File: src/rtl/spi_regfile_periph.sv
// rtl/spi_regfile_periph.sv - SPI mode-0 register file peripheral with read-back and frame-length checking
//
// Frame is 1 + ADDR_W + DATA_W bits, MSB first: R/W (1 = write), address, data.
// Ports:
//   clk        system clock, at least 8x sclk
//   rst        synchronous active-high reset
//   sclk       SPI clock (async, idle low)
//   ncs        chip select, active low (async)
//   sdi        serial data from controller
//   sdo        serial data to controller
//   sdo_oe     pad output enable for sdo
//   regs_out   register image, register i at [i*DATA_W +: DATA_W]
//   wr_pulse   one-clk pulse on a committed write
//   wr_addr    address of the last committed write
//   frame_err  one-clk pulse when a frame ends with the wrong bit count

module spi_regfile_periph #(
    parameter int                            ADDR_W     = 7,
    parameter int                            DATA_W     = 8,
    parameter int                            NUM_REGS   = 5,
    parameter logic [NUM_REGS*DATA_W-1:0]    RESET_VALS = '0,
    parameter bit                            READ_EN    = 1'b1
) (
    input  logic                         clk,
    input  logic                         rst,
    input  logic                         sclk,
    input  logic                         ncs,
    input  logic                         sdi,
    output logic                         sdo,
    output logic                         sdo_oe,
    output logic [NUM_REGS*DATA_W-1:0]   regs_out,
    output logic                         wr_pulse,
    output logic [ADDR_W-1:0]            wr_addr,
    output logic                         frame_err
);

    localparam int FRAME_W = 1 + ADDR_W + DATA_W;
    localparam int CMD_W   = 1 + ADDR_W;
    localparam int CNT_W   = $clog2(FRAME_W + 1) + 1;
    // Shift register only needs to hold the larger of the command or data field;
    // the incoming bit is appended combinationally, so the stored part is one bit shorter.
    localparam int SH_W    = (CMD_W > DATA_W) ? CMD_W : DATA_W;

    localparam logic [CNT_W-1:0]  CNT_CMD    = CNT_W'(CMD_W);
    localparam logic [CNT_W-1:0]  CNT_FRAME  = CNT_W'(FRAME_W);
    localparam logic [CNT_W-1:0]  CNT_MAX    = '1;
    localparam logic [ADDR_W:0]   NUM_REGS_L = (ADDR_W + 1)'(NUM_REGS);

    localparam logic [2:0] ST_IDLE  = 3'd0;
    localparam logic [2:0] ST_CMD   = 3'd1;
    localparam logic [2:0] ST_DATA  = 3'd2;
    localparam logic [2:0] ST_DONE  = 3'd3;
    localparam logic [2:0] ST_ABORT = 3'd4;

    logic ncs_s1, ncs_s2, ncs_d;
    logic sclk_s1, sclk_s2, sclk_d;
    logic sdi_s1, sdi_s2;
    logic sclk_rise, sclk_fall, ncs_fall, ncs_rise;

    logic [2:0]        state;
    logic [CNT_W-1:0]  bit_cnt;
    logic [CNT_W-1:0]  cnt_inc;
    logic [SH_W-2:0]   rx_shift;
    logic [SH_W-1:0]   rx_next;
    logic [DATA_W-1:0] tx_shift;
    logic [DATA_W-1:0] data_q;
    logic              rw_q;
    logic [ADDR_W-1:0] addr_q;
    logic              cmd_rw;
    logic [ADDR_W-1:0] cmd_addr;
    logic              cmd_in_range;
    logic              addr_in_range;
    logic [DATA_W-1:0] rd_data;
    logic [DATA_W-1:0] regs [NUM_REGS];

    assign sclk_rise = sclk_s2 & ~sclk_d;
    assign sclk_fall = ~sclk_s2 & sclk_d;
    assign ncs_fall  = ~ncs_s2 & ncs_d;
    assign ncs_rise  = ncs_s2 & ~ncs_d;

    assign rx_next       = {rx_shift, sdi_s2};
    assign cnt_inc       = (bit_cnt == CNT_MAX) ? bit_cnt : bit_cnt + CNT_W'(1);
    assign cmd_rw        = rx_next[CMD_W-1];
    assign cmd_addr      = rx_next[ADDR_W-1:0];
    assign cmd_in_range  = ({1'b0, cmd_addr} < NUM_REGS_L);
    assign addr_in_range = ({1'b0, addr_q} < NUM_REGS_L);

    always_comb begin
        rd_data = '0;
        for (int i = 0; i < NUM_REGS; i++) begin
            if (cmd_addr == ADDR_W'(i)) rd_data = regs[i];
        end
    end

    always_comb begin
        regs_out = '0;
        for (int i = 0; i < NUM_REGS; i++) begin
            regs_out[i*DATA_W +: DATA_W] = regs[i];
        end
    end

    always_ff @(posedge clk) begin
        if (rst) begin
            ncs_s1    <= 1'b1;
            ncs_s2    <= 1'b1;
            ncs_d     <= 1'b1;
            sclk_s1   <= 1'b0;
            sclk_s2   <= 1'b0;
            sclk_d    <= 1'b0;
            sdi_s1    <= 1'b0;
            sdi_s2    <= 1'b0;
            state     <= ST_IDLE;
            bit_cnt   <= '0;
            rx_shift  <= '0;
            tx_shift  <= '0;
            data_q    <= '0;
            rw_q      <= 1'b0;
            addr_q    <= '0;
            sdo       <= 1'b0;
            sdo_oe    <= 1'b0;
            wr_pulse  <= 1'b0;
            wr_addr   <= '0;
            frame_err <= 1'b0;
            for (int i = 0; i < NUM_REGS; i++) begin
                regs[i] <= RESET_VALS[i*DATA_W +: DATA_W];
            end
        end else begin
            ncs_s1    <= ncs;
            ncs_s2    <= ncs_s1;
            ncs_d     <= ncs_s2;
            sclk_s1   <= sclk;
            sclk_s2   <= sclk_s1;
            sclk_d    <= sclk_s2;
            sdi_s1    <= sdi;
            sdi_s2    <= sdi_s1;
            wr_pulse  <= 1'b0;
            frame_err <= 1'b0;

            // End of frame takes priority over any sclk edge seen in the same cycle.
            if (ncs_rise) begin
                sdo_oe <= 1'b0;
                sdo    <= 1'b0;
                state  <= ST_IDLE;
                case (state)
                    ST_DONE: begin
                        if (rw_q && addr_in_range) begin
                            for (int i = 0; i < NUM_REGS; i++) begin
                                if (addr_q == ADDR_W'(i)) regs[i] <= data_q;
                            end
                            wr_pulse <= 1'b1;
                            wr_addr  <= addr_q;
                        end
                    end
                    ST_CMD, ST_DATA, ST_ABORT: frame_err <= 1'b1;
                    default: ;
                endcase
            end else begin
                case (state)
                    ST_IDLE: begin
                        if (ncs_fall) begin
                            state    <= ST_CMD;
                            bit_cnt  <= '0;
                            rx_shift <= '0;
                        end
                    end
                    ST_CMD: begin
                        if (sclk_rise) begin
                            rx_shift <= rx_next[SH_W-2:0];
                            bit_cnt  <= cnt_inc;
                            if (cnt_inc == CNT_CMD) begin
                                rw_q   <= cmd_rw;
                                addr_q <= cmd_addr;
                                state  <= ST_DATA;
                                // Out-of-range reads still drive the pad, with zeros.
                                if (READ_EN && !cmd_rw) begin
                                    sdo_oe   <= 1'b1;
                                    tx_shift <= cmd_in_range ? rd_data : '0;
                                end else begin
                                    tx_shift <= '0;
                                end
                            end
                        end
                    end
                    ST_DATA: begin
                        if (sclk_fall) begin
                            sdo      <= tx_shift[DATA_W-1];
                            tx_shift <= {tx_shift[DATA_W-2:0], 1'b0};
                        end
                        if (sclk_rise) begin
                            rx_shift <= rx_next[SH_W-2:0];
                            bit_cnt  <= cnt_inc;
                            if (cnt_inc == CNT_FRAME) begin
                                data_q <= rx_next[DATA_W-1:0];
                                state  <= ST_DONE;
                            end
                        end
                    end
                    ST_DONE: begin
                        if (sclk_rise) begin
                            bit_cnt <= cnt_inc;
                            state   <= ST_ABORT;
                        end
                    end
                    ST_ABORT: begin
                        if (sclk_rise) bit_cnt <= cnt_inc;
                    end
                    default: state <= ST_IDLE;
                endcase
            end
        end
    end

endmodule

File: config.mk
export PLATFORM = sky130hd
export DESIGN_NAME = spi_regfile_periph
export DESIGN_NICKNAME = d
export VERILOG_FILES = /design/src/rtl/spi_regfile_periph.sv
export SDC_FILE = /design/constraint.sdc
export NUM_CORES = 1
export LEC_CHECK = 0
export BUFFER_PORTS_ARGS = -buffer_cell sky130_fd_sc_hd__buf_2
export CORE_ASPECT_RATIO = 2
export CORE_MARGIN = 4
export CORE_UTILIZATION = 51
export CTS_CLUSTER_SIZE = 30
export DETAILED_ROUTE_END_ITERATION = 10
export PLACE_DENSITY = 0.75
export RECOVER_POWER = 100
export SYNTH_ARGS = -nofsm -noshare
export SYNTH_HDL_FRONTEND = slang
export SYNTH_SLANG_ARGS = --single-unit
export TNS_END_PERCENT = 5
File: constraint.sdc
create_clock -name clk -period 2.1 [get_ports clk]
set_input_delay 0.21 -clock clk [delete_from_list [all_inputs] [get_ports clk]]
set_output_delay 0.21 -clock clk [all_outputs]
set_load 0.005 [all_outputs]
# ---- Yosys cells after proc, flatten, opt, wreduce, memory -nomap -nowiden
# Memories as Yosys holds them, arrays and structs flattened.
# Index checks and enable logic that the tools add are counted.
# Widths: inputs -> output; s select.
dict set report totals {
  reg_bits 59
  mem_bits_rw 40
  input_bits 5
  word_cells 151
  n_memories 1
}
dict set report op_classes {
  addsub 1
  order_cmp 2
  eq_ne 24
  mux 64
  bitwise_logic 17
  reduce_logical 22
}
# memory words word_bits read_ports rd_clocked_by_memory_dff wr line
set memory_table {}
lappend memory_table {regs 5 8 5 0 5 74} ;# logic [DATA_W-1:0] regs [NUM_REGS];
# op n
set op_table {}
lappend op_table {{$mux 8} 15}
lappend op_table {{$mux 1} 34}
lappend op_table {{$eq 7x2->1 const B} 4}
lappend op_table {{$reduce_and 4->1} 5}
lappend op_table {{$mux 3} 6}
lappend op_table {{$mux 6} 3}
lappend op_table {{$pmux 8 s2} 1}
lappend op_table {{$pmux 3 s5} 1}
lappend op_table {{$eq 7x1->1 const B} 2}
lappend op_table {{$eq 7x3->1 const B} 2}
lappend op_table {{$logic_not 7->1} 2}
lappend op_table {{$lt 7x3->1 const B} 2}
lappend op_table {{$mux 7} 2}
lappend op_table {{$ne 2x2->1 const B} 7}
lappend op_table {{$pmux 7 s2} 1}
lappend op_table {{$pmux 6 s2} 1}
lappend op_table {{$not 1->1} 8}
lappend op_table {{$reduce_and 7->1} 1}
lappend op_table {{$add 6x1->6 const B} 1}
lappend op_table {{$eq 3x2->1 const B} 2}
lappend op_table {{$eq 6x4->1 const B} 1}
lappend op_table {{$eq 6x5->1 const B} 1}
lappend op_table {{$eq 6x6->1 const B} 1}
lappend op_table {{$reduce_bool 2->1} 3}
lappend op_table {{13 further kinds} 24}

# ---- Logic depth before layout (Yosys ltp)
dict set report depth {
  depth_word 11
  depth_mapped 8
  ltp_nobuf 6
}

# ---- Least setup slack after synthesis
# No wires, ideal clock.
dict set report synth_path {
  path_type {flip-flop to flip-flop}
  start {reg state[1]}
  end {mem regs[0][0], enable pin}
  setup_ps 398
  arrival_ps 1801
  required_time_ps 1702
  path_slack_ps -98
  path_stages_with_launch 4
  n_path_buf 0
  path_cell_list {dfxtp_1 nor4bb_1 nand4_1 o41ai_1}
}
# element line
set synth_rtl {}
lappend synth_rtl {{from (decl)} 60} ;# logic [2:0] state;
lappend synth_rtl {{from (signal assigned)} 112} ;# state <= ST_IDLE;
lappend synth_rtl {{from (signal assigned)} 143} ;# state <= ST_IDLE;
lappend synth_rtl {{from (signal assigned)} 161} ;# state <= ST_CMD;
lappend synth_rtl {{to (decl)} 74}

# ---- Final worst setup path
dict set report layout_path {
  start {reg bit_cnt[0]}
  end {reg sdo_oe}
}
dict set report layout_via {
  elab_chain_cells 4
  elab_cells_between_ends 5
  classes_between {add/sub (1); eq/ne (2); mux (1); reduce/logical (1)}
}
# element line
set layout_rtl {}
lappend layout_rtl {{from (decl)} 61} ;# logic [CNT_W-1:0] bit_cnt;
lappend layout_rtl {{from (signal assigned)} 169} ;# bit_cnt <= cnt_inc;
lappend layout_rtl {{from (signal assigned)} 191} ;# bit_cnt <= cnt_inc;
lappend layout_rtl {{from (signal assigned)} 200} ;# bit_cnt <= cnt_inc;
lappend layout_rtl {{$add 6x1->6 or $eq 6x6->1 (tied branches)} 82} ;# assign cnt_inc = (bit_cnt == CNT_MAX) ? bit_cnt : bit_cnt + CNT_W'(1);
lappend layout_rtl {{$mux 6 *} 82}
lappend layout_rtl {{$eq 6x4->1 *} 170} ;# if (cnt_inc == CNT_CMD) begin
lappend layout_rtl {{$reduce_and 4->1 (no line) *} n/a}
lappend layout_rtl {{to (signal assigned)} 120} ;# sdo_oe <= 1'b0;
lappend layout_rtl {{to (signal assigned)} 141} ;# sdo_oe <= 1'b0;
lappend layout_rtl {{to (signal assigned)} 176} ;# sdo_oe <= 1'b1;
lappend layout_rtl {{to (decl)} 30} ;# output logic sdo_oe,
# Every way passes the cells marked *; elsewhere a longest branch is shown, timed or not.
# A chain may end at the register's enable or synchronous reset.

==> results.sh <==
export IMPL_outcome="complete, no violations"
export IMPL_ys_seq_area_frac=0.574
export IMPL_worstSetupStartpointType="flop"
export IMPL_grt_total_usage=0.223
export IMPL_maxCapViolCount=0
export IMPL_drive_gt1_frac=0.172
export IMPL_dieWidth_um=71.8
export IMPL_core_area_um2=7940
export IMPL_portBuffers=55
export IMPL_synth_warnings=0
export IMPL_total_power_uw=3940
export IMPL_fmax_ghz=0.506
export IMPL_dp_hpwl_um=7430
export IMPL_min_path_type="input port to flop"
export IMPL_grt_antenna_before_repair=0
export IMPL_required_ns=2.37
export IMPL_layout_setup_ws_ns=0.123
export IMPL_fin_crit_sh=0.941
export IMPL_grt_pass1_wl_um=16600
export IMPL_vias=3168
export IMPL_drt_vias_per_instance=5.89
export IMPL_cts_buffers=9
export IMPL_syn_area_um2=4150
export IMPL_clkTransAtPathRegs_ns=0.07
export IMPL_fp_dieArea_um2=9740
export IMPL_wl_per_cell_um=18.8
export IMPL_fin_area_um2=4890
export IMPL_slew_violations=0
export IMPL_vdd_ir_drop_max_mv=0.635
export IMPL_io_pins=56
export IMPL_hold_path_cell_count=2
export IMPL_worst_setup_path_end_kind="flop"
export IMPL_rsz0062_at_grt="no"
export IMPL_syn2layout_area_growth_pct=17.7
export IMPL_dp_cells=522
export IMPL_fin_worst_skew_ns=0.00759
export IMPL_htree_num_levels=3
export IMPL_finalSetupViolations=0
export IMPL_final_nets=443
export IMPL_antennaDiodeCount=0
export IMPL_postCtsSetupBuffers=0
export IMPL_async_flop_share=0
export IMPL_grt_max_degree=48
export IMPL_worstSetupPathType="flop to flop"
export IMPL_syn_mean_instance_area_um2=11.3
export IMPL_place_congestion=0.939
export IMPL_hold_viol_final=0
export IMPL_dr_pass1_iters=5
export IMPL_synth_fp_nets=374
export IMPL_pwr_share_comb=0.052
export IMPL_startpoint="bit_cnt[0]"
export IMPL_root_buffer="clkbuf_16"
export IMPL_ys_types=51
export IMPL_ant_nets=0
export IMPL_tightest_slew_ns=0.728
export IMPL_finish_utilization=0.615
export IMPL_endpoint="sdo_oe"
export IMPL_worstPathArrival_ns=2.25
export IMPL_synth_edf_count=40
export IMPL_die_h_um=136
export IMPL_max_slew_margin=0.514
export IMPL_grt_pass1_vias=3310
export IMPL_drc=0
export IMPL_p_seq_frac=0.522
export IMPL_fin_crit_ns=1.98
export IMPL_clkPwrFrac=0.427
export IMPL_leakage_uw=0.00184
export IMPL_syn_inst=368
export IMPL_clock_sinks=99
export IMPL_routed_wl_um=10100
export IMPL_synth_ff_type="dfxtp_1"
export IMPL_r2r_cells=6
export IMPL_cts_path_max_buffers=2
export IMPL_power_density_nw_per_um2=807
export IMPL_p_int_uw=3050
export IMPL_swShare=0.226
export IMPL_initial_core_util=0.523
export IMPL_timing_rr_start="bit_cnt[0]"
export IMPL_r2r_end="sdo_oe"
export IMPL_dr_first_iter_drc_count=174
export IMPL_placement_cell_area_um2=4660
export IMPL_fp_row_count=46
export IMPL_dp_slack_ns=0.0637
export IMPL_final_cells=538
export IMPL_switching_power_uw=889
export IMPL_insertion_delay_ns=0.34
export IMPL_cts_tree="built"
export IMPL_grt_overflow=0
export IMPL_r2r_slack_ns=0.12
export IMPL_worstPathMaxFanout=7
export IMPL_ys_ff_latch=99
-- critical path: stages (launching register included) --
cell	delay, ns
dfxtp_1	0.44
ha_4	0.21
xor2_1	0.10
nor4b_4	0.33
nand3b_1	0.22
or4_1	0.46
a21oi_1	0.15
-- cells in the final DEF (no fill, tap or decap), types with 3 or more instances in the layout --
cell type | synthesis | routed
a21oi_1 | 10 | 10
mux2i_1 | 24 | 24
nor3_2 | 3 | 3
dfxtp_1 | 59 | 59
inv_1 | 3 | 3
and3_1 | 9 | 9
clkbuf_1 | 11 | 36
xnor2_1 | 4 | 4
nand3_1 | 15 | 15
edfxtp_1 | 40 | 40
buf_2 | 5 | 22
mux4_2 | 4 | 4
nand2_1 | 24 | 24
nor3_1 | 14 | 14
nand2b_1 | 8 | 8
and2_0 | 0 | 7
buf_4 | 0 | 13
nand3b_1 | 4 | 4
a22oi_1 | 14 | 14
or2_2 | 4 | 4
a311oi_1 | 4 | 4
nor2b_1 | 14 | 14
o21bai_1 | 4 | 4
o21ai_0 | 7 | 7
a31oi_1 | 3 | 3
or3_1 | 3 | 3
clkbuf_16 | 0 | 9
nor2_1 | 37 | 37
-- through the flow --
| step | setup TNS [ns] | hold WS, ns |
|---|---|---|
| after floorplan | -0.0432 | 0.314 |
| after global placement | 0 | 0.395 |
| after detailed placement | 0 | 0.396 |
| after CTS | 0 | 0.0494 |
| after global routing | 0 | 0.0552 |
| final | 0 | 0.0538 |
-- cells in the mapped netlist, types with 4 or more instances --
cell	number	share of area
dfxtp_1	59	0.28
edfxtp_1	40	0.29
nor2_1	37	0.033
mux2i_1	24	0.058
nand2_1	24	0.022
nand3_1	15	0.018
a22oi_1	14	0.025
nor2b_1	14	0.021
nor3_1	14	0.017
clkbuf_1	11	0.0099
a21oi_1	10	0.012
and3_1	9	0.014
and2_1	8	0.012
nand2b_1	8	0.012
o21ai_0	7	0.0084
buf_2	5	0.0060
a311oi_1	4	0.0084
mux4_2	4	0.022
nand3b_1	4	0.0072
o21bai_1	4	0.0072
or2_2	4	0.0060
xnor2_1	4	0.0084
-- logic make-up after synthesis --
family,count (synthesis),share of synthesized area
multiplexers,28,0.0795
adder cells (fa/ha/maj),1,0.00301
buffers and inverters,22,0.0289
flip-flops,99,0.574
XOR/XNOR,6,0.0127
AO/OA/AOI/OAI,56,0.0952
AND/OR/NAND/NOR,156,0.207
-- how the worst min path moves through the flow --
stage | from | endpoint | slack, ns
floorplan | ncs | ncs_s1 | 0.31
global placement | ncs | ncs_s1 | 0.40
detailed placement | ncs_s1 | ncs_s2 | 0.40
CTS | ncs | ncs_s1 | 0.05
global route | ncs | ncs_s1 | 0.06
finish | ncs | ncs_s1 | 0.05
-- registers in the layout, summed over array words and instances, names as in the netlist --
name       count
regs          40
data_q         8
tx_shift       8
addr_q         7
rx_shift       7
wr_addr        7
bit_cnt        6
state          3
frame_err      1
ncs_d          1
ncs_s1         1
ncs_s2         1
rw_q           1
sclk_d         1
sclk_s1        1
sclk_s2        1
sdi_s1         1
sdi_s2         1
sdo            1
sdo_oe         1
wr_pulse       1
-- layout make-up --
cell class	count	area, µm²
timing repair buffer	77	404
clock inverter	7	85.1
inverter	3	11.3
tap	96	120
clock buffer	9	225
fill	674	3050
multi-input combinational	247	1660
sequential	99	2380
-- power groups by stage --
| stage | logic (µW) | clock network, µW | registers (µW) |
|---|---|---|---|
| after floorplan | 127 | 0 | 2090 |
| after global placement | 215 | 0 | 2100 |
| after detailed placement | 218 | 0 | 2100 |
| after CTS | 218 | 1710 | 2060 |
| after global routing | 222 | 1790 | 2060 |
| final | 203 | 1680 | 2060 |
-- timing repair --
item / 4_1_cts / 5_1_grt
hold buffers: 0 / 0
endpoints found under the hold margin: 0 / 0
setup endpoints to repair: 0 / 25
gates resized for setup: 0 / 3
-- routing by layer --
| metal | vias to the layer above | GRT usage | wire length, µm |
|---|---|---|---|
| met3 | 41 | 0.0468 | 354 |
| met4 | 0 | 0.115 | 450 |
| li1 | 1482 | - | - |
| met2 | 105 | 0.410 | 5720 |
| met5 | - | 0 | 0 |
| met1 | 1540 | 0.231 | 3590 |
Power figures use the tool's default switching activity.
